[config.mk]
export PLATFORM = sky130hd
export DESIGN_NAME = cpu_host_sequencer
export DESIGN_NICKNAME = d
export VERILOG_FILES = /design/src/rtl/cpu_host_sequencer.sv
export SDC_FILE = /design/constraint.sdc
export NUM_CORES = 1
export LEC_CHECK = 0
export CAP_MARGIN = 20
export CELL_PAD_IN_SITES_DETAIL_PLACEMENT = 1
export CELL_PAD_IN_SITES_GLOBAL_PLACEMENT = 2
export CORE_ASPECT_RATIO = 1.1
export CORE_MARGIN = 4
export CORE_UTILIZATION = 35
export CTS_CLUSTER_DIAMETER = 40
export CTS_CLUSTER_SIZE = 25
export DETAILED_ROUTE_END_ITERATION = 8
export DONT_BUFFER_PORTS = 1
export PLACE_DENSITY = 0.83
export SYNTH_ARGS = -nofsm -noshare
export SYNTH_HDL_FRONTEND = slang
export SYNTH_SLANG_ARGS = --single-unit
[constraint.sdc]
create_clock -name clk -period 1.9 [get_ports clk]
set_clock_uncertainty 0.1 [all_clocks]
set_input_delay 0.19 -clock clk [delete_from_list [all_inputs] [get_ports clk]]
set_output_delay 0.19 -clock clk [all_outputs]
set_load 0.02 [all_outputs]
[src/rtl/cpu_host_sequencer.sv]
// cpu_host_sequencer: host-side loader/launcher/readback sequencer for the CPU start/done interface.
// Optional HOST_CYCLE_COUNT_EN: after done, report the run cycle count as a 3-byte response burst.
module cpu_host_sequencer #(
  parameter int IM_SIZE      = 64,
  parameter int DM_SIZE      = 64,
  parameter int START_CYCLES = 2,
  parameter int TIMEOUT_W    = 20
) (
  input  logic       clk,
  input  logic       rst_n,
  input  logic       cmd_valid_i,
  output logic       cmd_ready_o,
  input  logic [1:0] cmd_op_i,
  input  logic [9:0] cmd_addr_i,
  input  logic [8:0] cmd_data_i,
  output logic       im_we_o,
  output logic [9:0] im_waddr_o,
  output logic [8:0] im_wdata_o,
  output logic       dm_we_o,
  output logic [7:0] dm_addr_o,
  output logic [7:0] dm_wdata_o,
  input  logic [7:0] dm_rdata_i,
  output logic       cpu_start_o,
  input  logic       cpu_done_i,
  output logic       rsp_valid_o,
  input  logic       rsp_ready_i,
  output logic [7:0] rsp_data_o,
  output logic       rsp_last_o,
  output logic       busy_o,
  output logic       timeout_o,
  output logic       addr_err_o
);
  localparam logic [10:0]          IM_LIM   = 11'(IM_SIZE);
  localparam logic [8:0]           DM_LIM   = 9'(DM_SIZE);
  localparam logic [7:0]           DM_LAST  = 8'(DM_SIZE - 1);
  localparam logic [15:0]          SC_LAST  = 16'(START_CYCLES - 1);
  // Timeout fires on the step that would bring the counter to all-ones.
  localparam logic [TIMEOUT_W-1:0] CNT_LAST = {{(TIMEOUT_W-1){1'b1}}, 1'b0};

  typedef enum logic [2:0] {IDLE, WRITE, START, RUN, RB_ADDR, RB_WAIT, RB_SEND} state_e;

  state_e               state_q, state_d;
  logic [9:0]           addr_q, addr_d;
  logic [8:0]           data_q, data_d;
  logic                 is_dm_q, is_dm_d;
  logic                 wr_ok_q, wr_ok_d;
  logic [15:0]          sc_q, sc_d;
  logic [TIMEOUT_W-1:0] cnt_q, cnt_d;
  logic [7:0]           rb_addr_q, rb_addr_d;
  logic [7:0]           remain_q, remain_d;
  logic [7:0]           rsp_byte_q, rsp_byte_d;
  logic                 timeout_q, timeout_d;
  logic                 addr_err_q, addr_err_d;
  logic                 im_ok, dm_ok, rb_state;
  logic [7:0]           rb_next;
`ifdef HOST_CYCLE_COUNT_EN
  logic                 cc_mode_q, cc_mode_d;
  logic [15:0]          cc_hi_q, cc_hi_d;
  logic [23:0]          cnt24;
  assign cnt24 = 24'(cnt_q);
`endif

  assign im_ok    = {1'b0, cmd_addr_i} < IM_LIM;
  assign dm_ok    = {1'b0, cmd_addr_i[7:0]} < DM_LIM;
  assign rb_next  = (rb_addr_q == DM_LAST) ? 8'd0 : rb_addr_q + 8'd1;
  assign rb_state = (state_q == RB_ADDR) || (state_q == RB_WAIT) || (state_q == RB_SEND);

  always_ff @(posedge clk or negedge rst_n) begin
    if (!rst_n) begin
      state_q    <= IDLE;
      addr_q     <= '0;
      data_q     <= '0;
      is_dm_q    <= 1'b0;
      wr_ok_q    <= 1'b0;
      sc_q       <= '0;
      cnt_q      <= '0;
      rb_addr_q  <= '0;
      remain_q   <= '0;
      rsp_byte_q <= '0;
      timeout_q  <= 1'b0;
      addr_err_q <= 1'b0;
`ifdef HOST_CYCLE_COUNT_EN
      cc_mode_q  <= 1'b0;
      cc_hi_q    <= '0;
`endif
    end else begin
      state_q    <= state_d;
      addr_q     <= addr_d;
      data_q     <= data_d;
      is_dm_q    <= is_dm_d;
      wr_ok_q    <= wr_ok_d;
      sc_q       <= sc_d;
      cnt_q      <= cnt_d;
      rb_addr_q  <= rb_addr_d;
      remain_q   <= remain_d;
      rsp_byte_q <= rsp_byte_d;
      timeout_q  <= timeout_d;
      addr_err_q <= addr_err_d;
`ifdef HOST_CYCLE_COUNT_EN
      cc_mode_q  <= cc_mode_d;
      cc_hi_q    <= cc_hi_d;
`endif
    end
  end

  always_comb begin
    state_d    = state_q;
    addr_d     = addr_q;
    data_d     = data_q;
    is_dm_d    = is_dm_q;
    wr_ok_d    = wr_ok_q;
    sc_d       = sc_q;
    cnt_d      = cnt_q;
    rb_addr_d  = rb_addr_q;
    remain_d   = remain_q;
    rsp_byte_d = rsp_byte_q;
    timeout_d  = timeout_q;
    addr_err_d = addr_err_q;
`ifdef HOST_CYCLE_COUNT_EN
    cc_mode_d  = cc_mode_q;
    cc_hi_d    = cc_hi_q;
`endif
    case (state_q)
      IDLE: begin
        if (cmd_valid_i) begin
          if (!cmd_op_i[1]) begin
            state_d    = WRITE;
            addr_d     = cmd_addr_i;
            data_d     = cmd_data_i;
            is_dm_d    = cmd_op_i[0];
            wr_ok_d    = cmd_op_i[0] ? dm_ok : im_ok;
            addr_err_d = addr_err_q | (cmd_op_i[0] ? !dm_ok : !im_ok);
          end else if (!cmd_op_i[0]) begin
            state_d   = START;
            sc_d      = '0;
            timeout_d = 1'b0;
          end else begin
            state_d   = RB_ADDR;
            rb_addr_d = cmd_addr_i[7:0];
            remain_d  = cmd_data_i[7:0];
`ifdef HOST_CYCLE_COUNT_EN
            cc_mode_d = 1'b0;
`endif
          end
        end
      end
      WRITE: state_d = IDLE;
      START: begin
        if (sc_q == SC_LAST) begin
          state_d = RUN;
          cnt_d   = '0;
        end else begin
          sc_d = sc_q + 16'd1;
        end
      end
      RUN: begin
        if (cpu_done_i) begin
`ifdef HOST_CYCLE_COUNT_EN
          state_d    = RB_SEND;
          rsp_byte_d = cnt24[7:0];
          cc_hi_d    = cnt24[23:8];
          remain_d   = 8'd2;
          cc_mode_d  = 1'b1;
`else
          state_d = IDLE;
`endif
        end else if (cnt_q == CNT_LAST) begin
          state_d   = IDLE;
          timeout_d = 1'b1;
        end else begin
          cnt_d = cnt_q + TIMEOUT_W'(1);
        end
      end
      RB_ADDR: state_d = RB_WAIT;
      RB_WAIT: begin
        state_d    = RB_SEND;
        rsp_byte_d = dm_rdata_i;
      end
      RB_SEND: begin
        if (rsp_ready_i) begin
          if (remain_q == 8'd0) begin
            state_d = IDLE;
          end else begin
            remain_d = remain_q - 8'd1;
`ifdef HOST_CYCLE_COUNT_EN
            if (cc_mode_q) begin
              rsp_byte_d = cc_hi_q[7:0];
              cc_hi_d    = {8'd0, cc_hi_q[15:8]};
            end else begin
              state_d   = RB_ADDR;
              rb_addr_d = rb_next;
            end
`else
            state_d   = RB_ADDR;
            rb_addr_d = rb_next;
`endif
          end
        end
      end
      default: state_d = IDLE;
    endcase
  end

  assign cmd_ready_o = state_q == IDLE;
  assign busy_o      = state_q != IDLE;
  assign im_we_o     = (state_q == WRITE) && !is_dm_q && wr_ok_q;
  assign dm_we_o     = (state_q == WRITE) && is_dm_q && wr_ok_q;
  assign im_waddr_o  = im_we_o ? addr_q : '0;
  assign im_wdata_o  = im_we_o ? data_q : '0;
  assign dm_wdata_o  = dm_we_o ? data_q[7:0] : '0;
  assign dm_addr_o   = ((state_q == WRITE) && is_dm_q) ? addr_q[7:0] : rb_state ? rb_addr_q : '0;
  assign cpu_start_o = state_q == START;
  assign rsp_valid_o = state_q == RB_SEND;
  assign rsp_data_o  = rsp_valid_o ? rsp_byte_q : '0;
  assign rsp_last_o  = rsp_valid_o && (remain_q == 8'd0);
  assign timeout_o   = timeout_q;
  assign addr_err_o  = addr_err_q;
endmodule

==> run metrics, run 1 <==
R2R cell count=9; Post-Syn Area=0.004957 mm²; synth warn=0; Setup Crit Path Kind=flop to primary output; Inserted Clock Buffers=9; first-pass GRT wire length=29830 µm; PortBufs=0; Critical Path Sink=dm_wdata_o[7]; clock sinks=86; Ports=86; number of synthesized flops with an enable pin=0; CP startpoint=state_q[0]; Hold Slack=-578.6 ps; die height=132.8 µm; failing checks=negative hold slack, negative setup slack; met3 usage=0.03762; startpoint class of the critical path=flop; clock share of power=0.176; Die X=121.5 µm; r2r setup slk=-260 ps; initial detailed-routing violation count=506; crit path cell chain=buf_6 > clkinvlp_4 > buf_4 > nor4b_4 > buf_6 > and2_4; post-synth top area share=0.4341; initial antenna violation count=1; Rel. slew slack=0.7103; library cells used by synthesis=63; area leader, netlist=dfrtp_1; most common cell after layout, fill and taps aside=buf_4; Setup WS post-layout=-354.2 ps; CP bufs+invs=4; Skew-Pair Late Insertion Delay=360 ps; reg2reg start=cnt_q[0]; power per standard cell area=1397 mW/mm²; class of the tightest hold or removal check=input port to asynchronous set/reset pin; Worst Max-Slew Pin Slew=430.0 ps; hold buffer count at cts=30; crit share post-route=1.186; via count=5491; # nets final=767; Sw Pwr=4.640 mW; dpl hpwl=11890 µm; most frequent cells in the layout=buf_4, nand2_1, dfrtp_1; CP max-delay cell=dfrtp_2; GRT overflow=0; Worst EP required=1610 ps; H-tree depth=3; Gate power share=0.531; Fill cells=1526; ant diodes=0; Area growth syn-to-layout=58.63%; Peak supply drop=0.6624 mV; routed len/inst=25.46 µm; met1 usage in global routing=0.2925; mean post-synth cell area=8.789 µm²; ys flop type=dfrtp_1; Top delay family on crit path=buffers and inverters; Core Util, Final=0.5678; post-route ant nets=0; TritonCTS clock tree=done; Period minus WS final=2254 ps; final number of setup-violating endpoints=115; CORE AREA=0.01385 mm²; sw frac=0.4224; setup tns final=-16270 ps; CP Capture Type=primary output; DRC=0; GRT Overall Usage=0.2353; Final Slew Violations=0; register bit total from synthesis=86; unrepaired setup endpoints after global routing=yes; hold violation count in the final report=86; Most Frequent Cell on Critical Path=buf_6; Internal Power=6.344 mW; fraction of layout cells with a size suffix above 1=0.4501; Crit path arrival time=1960 ps; Levels on crit path=6; CTS max path bufs=2; synth top area cells=dfrtp_1, nand2_1, and2_1; asr flop ratio synth=1.000; Std-Cell Rows=45; fmax=0.4436 GHz; via/cell ratio=5.975; area of the die=0.01613 mm²; Post-Syn Nets=605; worst-path fanout max=9; DRT Pass-1 Iters=5; reg2reg end=cnt_q[3]; starting density of the core=0.3579; Seq pwr share=0.293; Placer Congestion=0.8735; Synth Instances=564; dpl cells=821; grt met2 use=0.4061; post-route insts no fill=919; GR peak layer=met2; LEAKAGE=3.393 nW; clock-pin slew on the worst setup and hold paths=80 ps; Largest stage delay, worst path=400 ps; Root Buffer=clkbuf_16; vias in the first global route=5447; Max-Cap Viols=0; status=finished, violations left; largest net degree at the start of global routing=87; sequential area share after synthesis=0.4341; final WL=23400 µm
[layer usage]
metal  up-vias  wire [µm]
met2       236      11820
met3        74       1440
met1      2824       9004
met4         2       1129
met5         -         10
li1       2355          -
[registers in the layout (all words and copies together), names as in the netlist]
register and count:
cnt_q 20, addr_q 10, is_dm_q 1, rb_addr_q 8
sc_q 16, wr_ok_q 1, addr_err_o 1, remain_q 8
timeout_o 1, data_q 9, state_q 3, rsp_byte_q 8
[per-stage QoR]
stage / setup WS (ps) / instance area (µm²) / power, mW
3_5_place_dp: -320.9 / 5868 / 6.878
3_3_place_gp: -168.9 / 5868 / 6.646
5_1_grt: -399.8 / 7864 / 11.49
4_1_cts: -166.3 / 7049 / 9.513
6_report: -354.2 / 7864 / 10.98
2_1_floorplan: 1.354 / 5001 / 5.242
[worst reg2reg max path, delay by kind of cell (launching register included)]
family,cells,cell delay [ps]
buffers and inverters,4,650
and+or+nand+nor,3,530
DFF,1,400
AOI/OAI and AO/OA,1,210
adders and majority gates,1,180
[power groups by stage]
stage	Clock (mW)	Combinational (mW)	Sequential [mW]
final	1.94	5.83	3.21
after global routing	2.03	6.18	3.29
after CTS	1.91	4.51	3.09
after detailed placement	0	3.80	3.08
after global placement	0	3.62	3.02
after floorplan	0	2.24	3.00
[what timing repair did]
action | CTS | global route
pin swaps | 26 | 35
endpoints found under the hold margin | 131 | 86
cloned | 2 | 5
gates resized for setup | 125 | 113
buffers inserted | 21 | 25
setup endpoints to repair | 90 | 126
[logic make-up after synthesis]
| logic type | count (synthesis) | synth area share |
|---|---|---|
| compound gates | 151 | 0.1959 |
| fa+ha+maj | 7 | 0.01767 |
| buf+inv | 45 | 0.04265 |
| flops | 86 | 0.4341 |
| mux | 16 | 0.03634 |
| simple gates | 259 | 0.2733 |
[layout make-up]
cell class	instances	area (µm²)	share of cell area
timing repair buffer	183	1754	0.2231
inverter	13	60.06	0.007637
tap	188	235.2	0.02991
clock buffer	12	256.5	0.03262
clock inverter	4	52.55	0.006683
multi-input combinational	433	3347	0.4256
sequential	86	2158	0.2745
[synth_stat cells, types with 8 or more instances]
cell type and instances:
a21oi_1 34, a22oi_1 10, a31oi_1 29, and2_1 36, and3_1 11, buf_2 15
clkbuf_1 12, dfrtp_1 86, inv_1 11, mux2_2 12, nand2_1 95, nand2b_1 8
nand3_1 20, nor2_1 28, nor3_1 15, o21ai_0 32
[worst min-delay path by stage]
stage | start | to | cells after the start
floorplan | rst_n | addr_err_o | 0
global route | rst_n | data_q[7] | 0
finish | rst_n | addr_err_o | 0
detailed placement | rst_n | data_q[0] | 0
CTS | rst_n | remain_q[2] | 0
global placement | rst_n | data_q[4] | 0
Power figures use the tool's default switching activity.
==> inputs of run 2 (changes only) <==
CAP_MARGIN = 10   (was 20)
==> results of run 2 <==
Final layout, timing and power as in run 1 (identical DEF).
==> inputs of run 3 (changes only) <==
CORE_UTILIZATION = 38   (was 35)
PLACE_DENSITY = 0.86   (was 0.83)
clock period = 2.4 ns   (was 1.9 ns; I/O delays follow)
==> run 3 against run 2 <==
  * The run now ends clean
  * Routed wire length is 34% lower
  * Clock-buffer cell count down 2
  * Worst hold slack better by 590 ps
  * Global-route usage down 2.0 points
==> run metrics, run 3 (synthesized netlist as in run 1, its figures left out) <==
status=completed; Final Slew Violations=0 (unchanged); die height=127.8 µm (-3.8%); starting density of the core=0.3904 (+0.03252); CTS max path bufs=2 (unchanged); Worst Hold End=state_q[0]; H-tree depth=3 (unchanged); CORE AREA=0.01270 mm² (-8.3%); Most Frequent Cell on Critical Path=buf_4; Largest register FFs=20 (unchanged); fraction of layout cells with a size suffix above 1=0.1724 (-0.2777); routed len/inst=20.05 µm (-21%); CP startpoint=state_q[1]; top flop regs=cnt_q (20), sc_q (16), addr_q (10); via count=4521 (-18%); GRT Overall Usage=0.2148 (-0.02046); Placer Congestion=0.8464 (-3.1%); hold violation count in the final report=0 (-100%); Rel. slew slack=0.6744 (-0.03593); Setup Crit Path Kind=flop to primary output; fmax=0.4337 GHz; final WL=15480 µm (-34%); first-pass GRT wire length=25290 µm (-15%); most common cell after layout, fill and taps aside=nand2_1; post-placement setup slack=123.9 ps (+444.8 ps); class of the tightest hold or removal check=input port to flop; CP max-delay cell=dfrtp_2; post-route insts no fill=772 (-16%); worst-path fanout max=11 (+2); GR peak layer=met2; LEAKAGE=2.555 nW (-25%); dpl hpwl=10550 µm (-11%); TritonCTS clock tree=done; Peak supply drop=0.4671 mV (-29%); Area growth syn-to-layout=20.97%; post-route ant nets=0 (unchanged); grt met2 use=0.3432 (-0.06299); R2R cell count=7 (-2); Skew-Pair Late Insertion Delay=350 ps (about the same); Root Buffer=clkbuf_16; met1 usage in global routing=0.2871 (-0.005422); Hold Path Origin=cpu_done_i; initial antenna violation count=0 (-1); DRC=0 (unchanged); crit share post-route=0.9608; reg2reg end=cnt_q[15]; Worst Max-Slew Pin Slew=484.7 ps (+54.71 ps); via/cell ratio=5.856 (-2.0%); # nets final=651 (-15%); largest net degree at the start of global routing=87 (unchanged); Inserted Clock Buffers=9 (unchanged); Worst EP required=2060 ps (+450 ps); hold path depth=3; DRT Pass-1 Iters=4 (-1); Reg with most FFs=cnt_q; most frequent cells in the layout=nand2_1, dfrtp_1, buf_4; met3 usage=0.04013 (+0.002509); dpl cells=721 (-12%); Power Total=6.656 mW (-39%); startpoint class of the critical path=flop; Period minus WS final=2306 ps; GRT overflow=0 (unchanged); ant diodes=0 (unchanged); PortBufs=0 (unchanged); initial detailed-routing violation count=284 (-44%); CP Capture Type=primary output; crit path cell chain=buf_4 > nand2b_1 > nor4_4 > buf_4 > and2_1; Die X=116.9 µm (-3.8%); r2r setup slk=140 ps (+400 ps); area of the die=0.01494 mm² (-7.4%); vias in the first global route=4755 (-13%); final number of setup-violating endpoints=0 (-100%); Crit path arrival time=1970 ps (about the same); power per standard cell area=1110 mW/mm² (-21%); reg2reg start=cnt_q[0]; clock-pin slew on the worst setup and hold paths=70 ps (about the same); Std-Cell Rows=43 (-4.4%); Max-Cap Viols=0 (unchanged); clock sinks=86 (unchanged); Setup WS post-layout=94.03 ps (+448.2 ps); Ports=86 (unchanged); Largest stage delay, worst path=440 ps (+40 ps)
[run 3: changes by cell type in the layout (fill, tap and decap cells not counted), sizes merged]
cell	previous run	this run
bufinv	1	3
buf	148	36
dlygate4sd3	30	31
clkinv	2	3
clkinvlp	1	0
clkbuf	17	10
[run 3: how the worst max path moves through the flow]
stage               depth (start not counted)       endpoint
floorplan                                   4  dm_wdata_o[0]
global placement                            7      cnt_q[12]
detailed placement                          7       cnt_q[4]
CTS                                         5  im_wdata_o[1]
global route                                5  im_wdata_o[0]
finish                                      5  im_wdata_o[0]
[run 3: per-stage QoR]
stage | TNS (ps) | hold WS, ps | util | area, µm²
after global routing | -64.91 | 18.77 | 0.4723 | 5997
after floorplan | 0 | -155.6 | - | 4957
after global placement | 0 | -151.4 | 0.4125 | 5238
after detailed placement | 0 | -151.2 | 0.4125 | 5238
after CTS | 0 | 8.286 | 0.4683 | 5946
final | 0 | 13.90 | 0.4723 | 5997
[run 3: what timing repair did]
action	CTS	global route
hold buffers	32	0
resized for setup	3	24
buffers inserted	0	2
gates cloned	1	0
hold endpoints to repair	122	0
setup endpoints to repair	13	53
pin swaps	0	1
[run 3: layout make-up]
type                       instances  area, µm²
clock inverter                     6      108.9
fill                            1477       6700
tap                              157      196.4
clock buffer                      10      239.0
multi-input combinational        433       2649
timing repair buffer              67      600.6
sequential                        86       2155
inverter                          13      48.80
[run 3: worst max-delay path, delay by kind of cell (launching register included)]
kind | cells | cell delay (ps)
buffers and inverters | 2 | 400
DFF | 1 | 440
and+or+nand+nor | 3 | 770
[run 3: routing by layer]
layer,vias up,share of wire
met5,-,0
met3,25,0.046
li1,2128,-
met2,95,0.48
met1,2273,0.45
met4,0,0.023
[run 3: power by group]
part	switching, mW	internal (mW)
Clock	0.626	1.04
Sequential	0.642	1.98
Combinational	1.36	0.998
Total	2.63	4.03
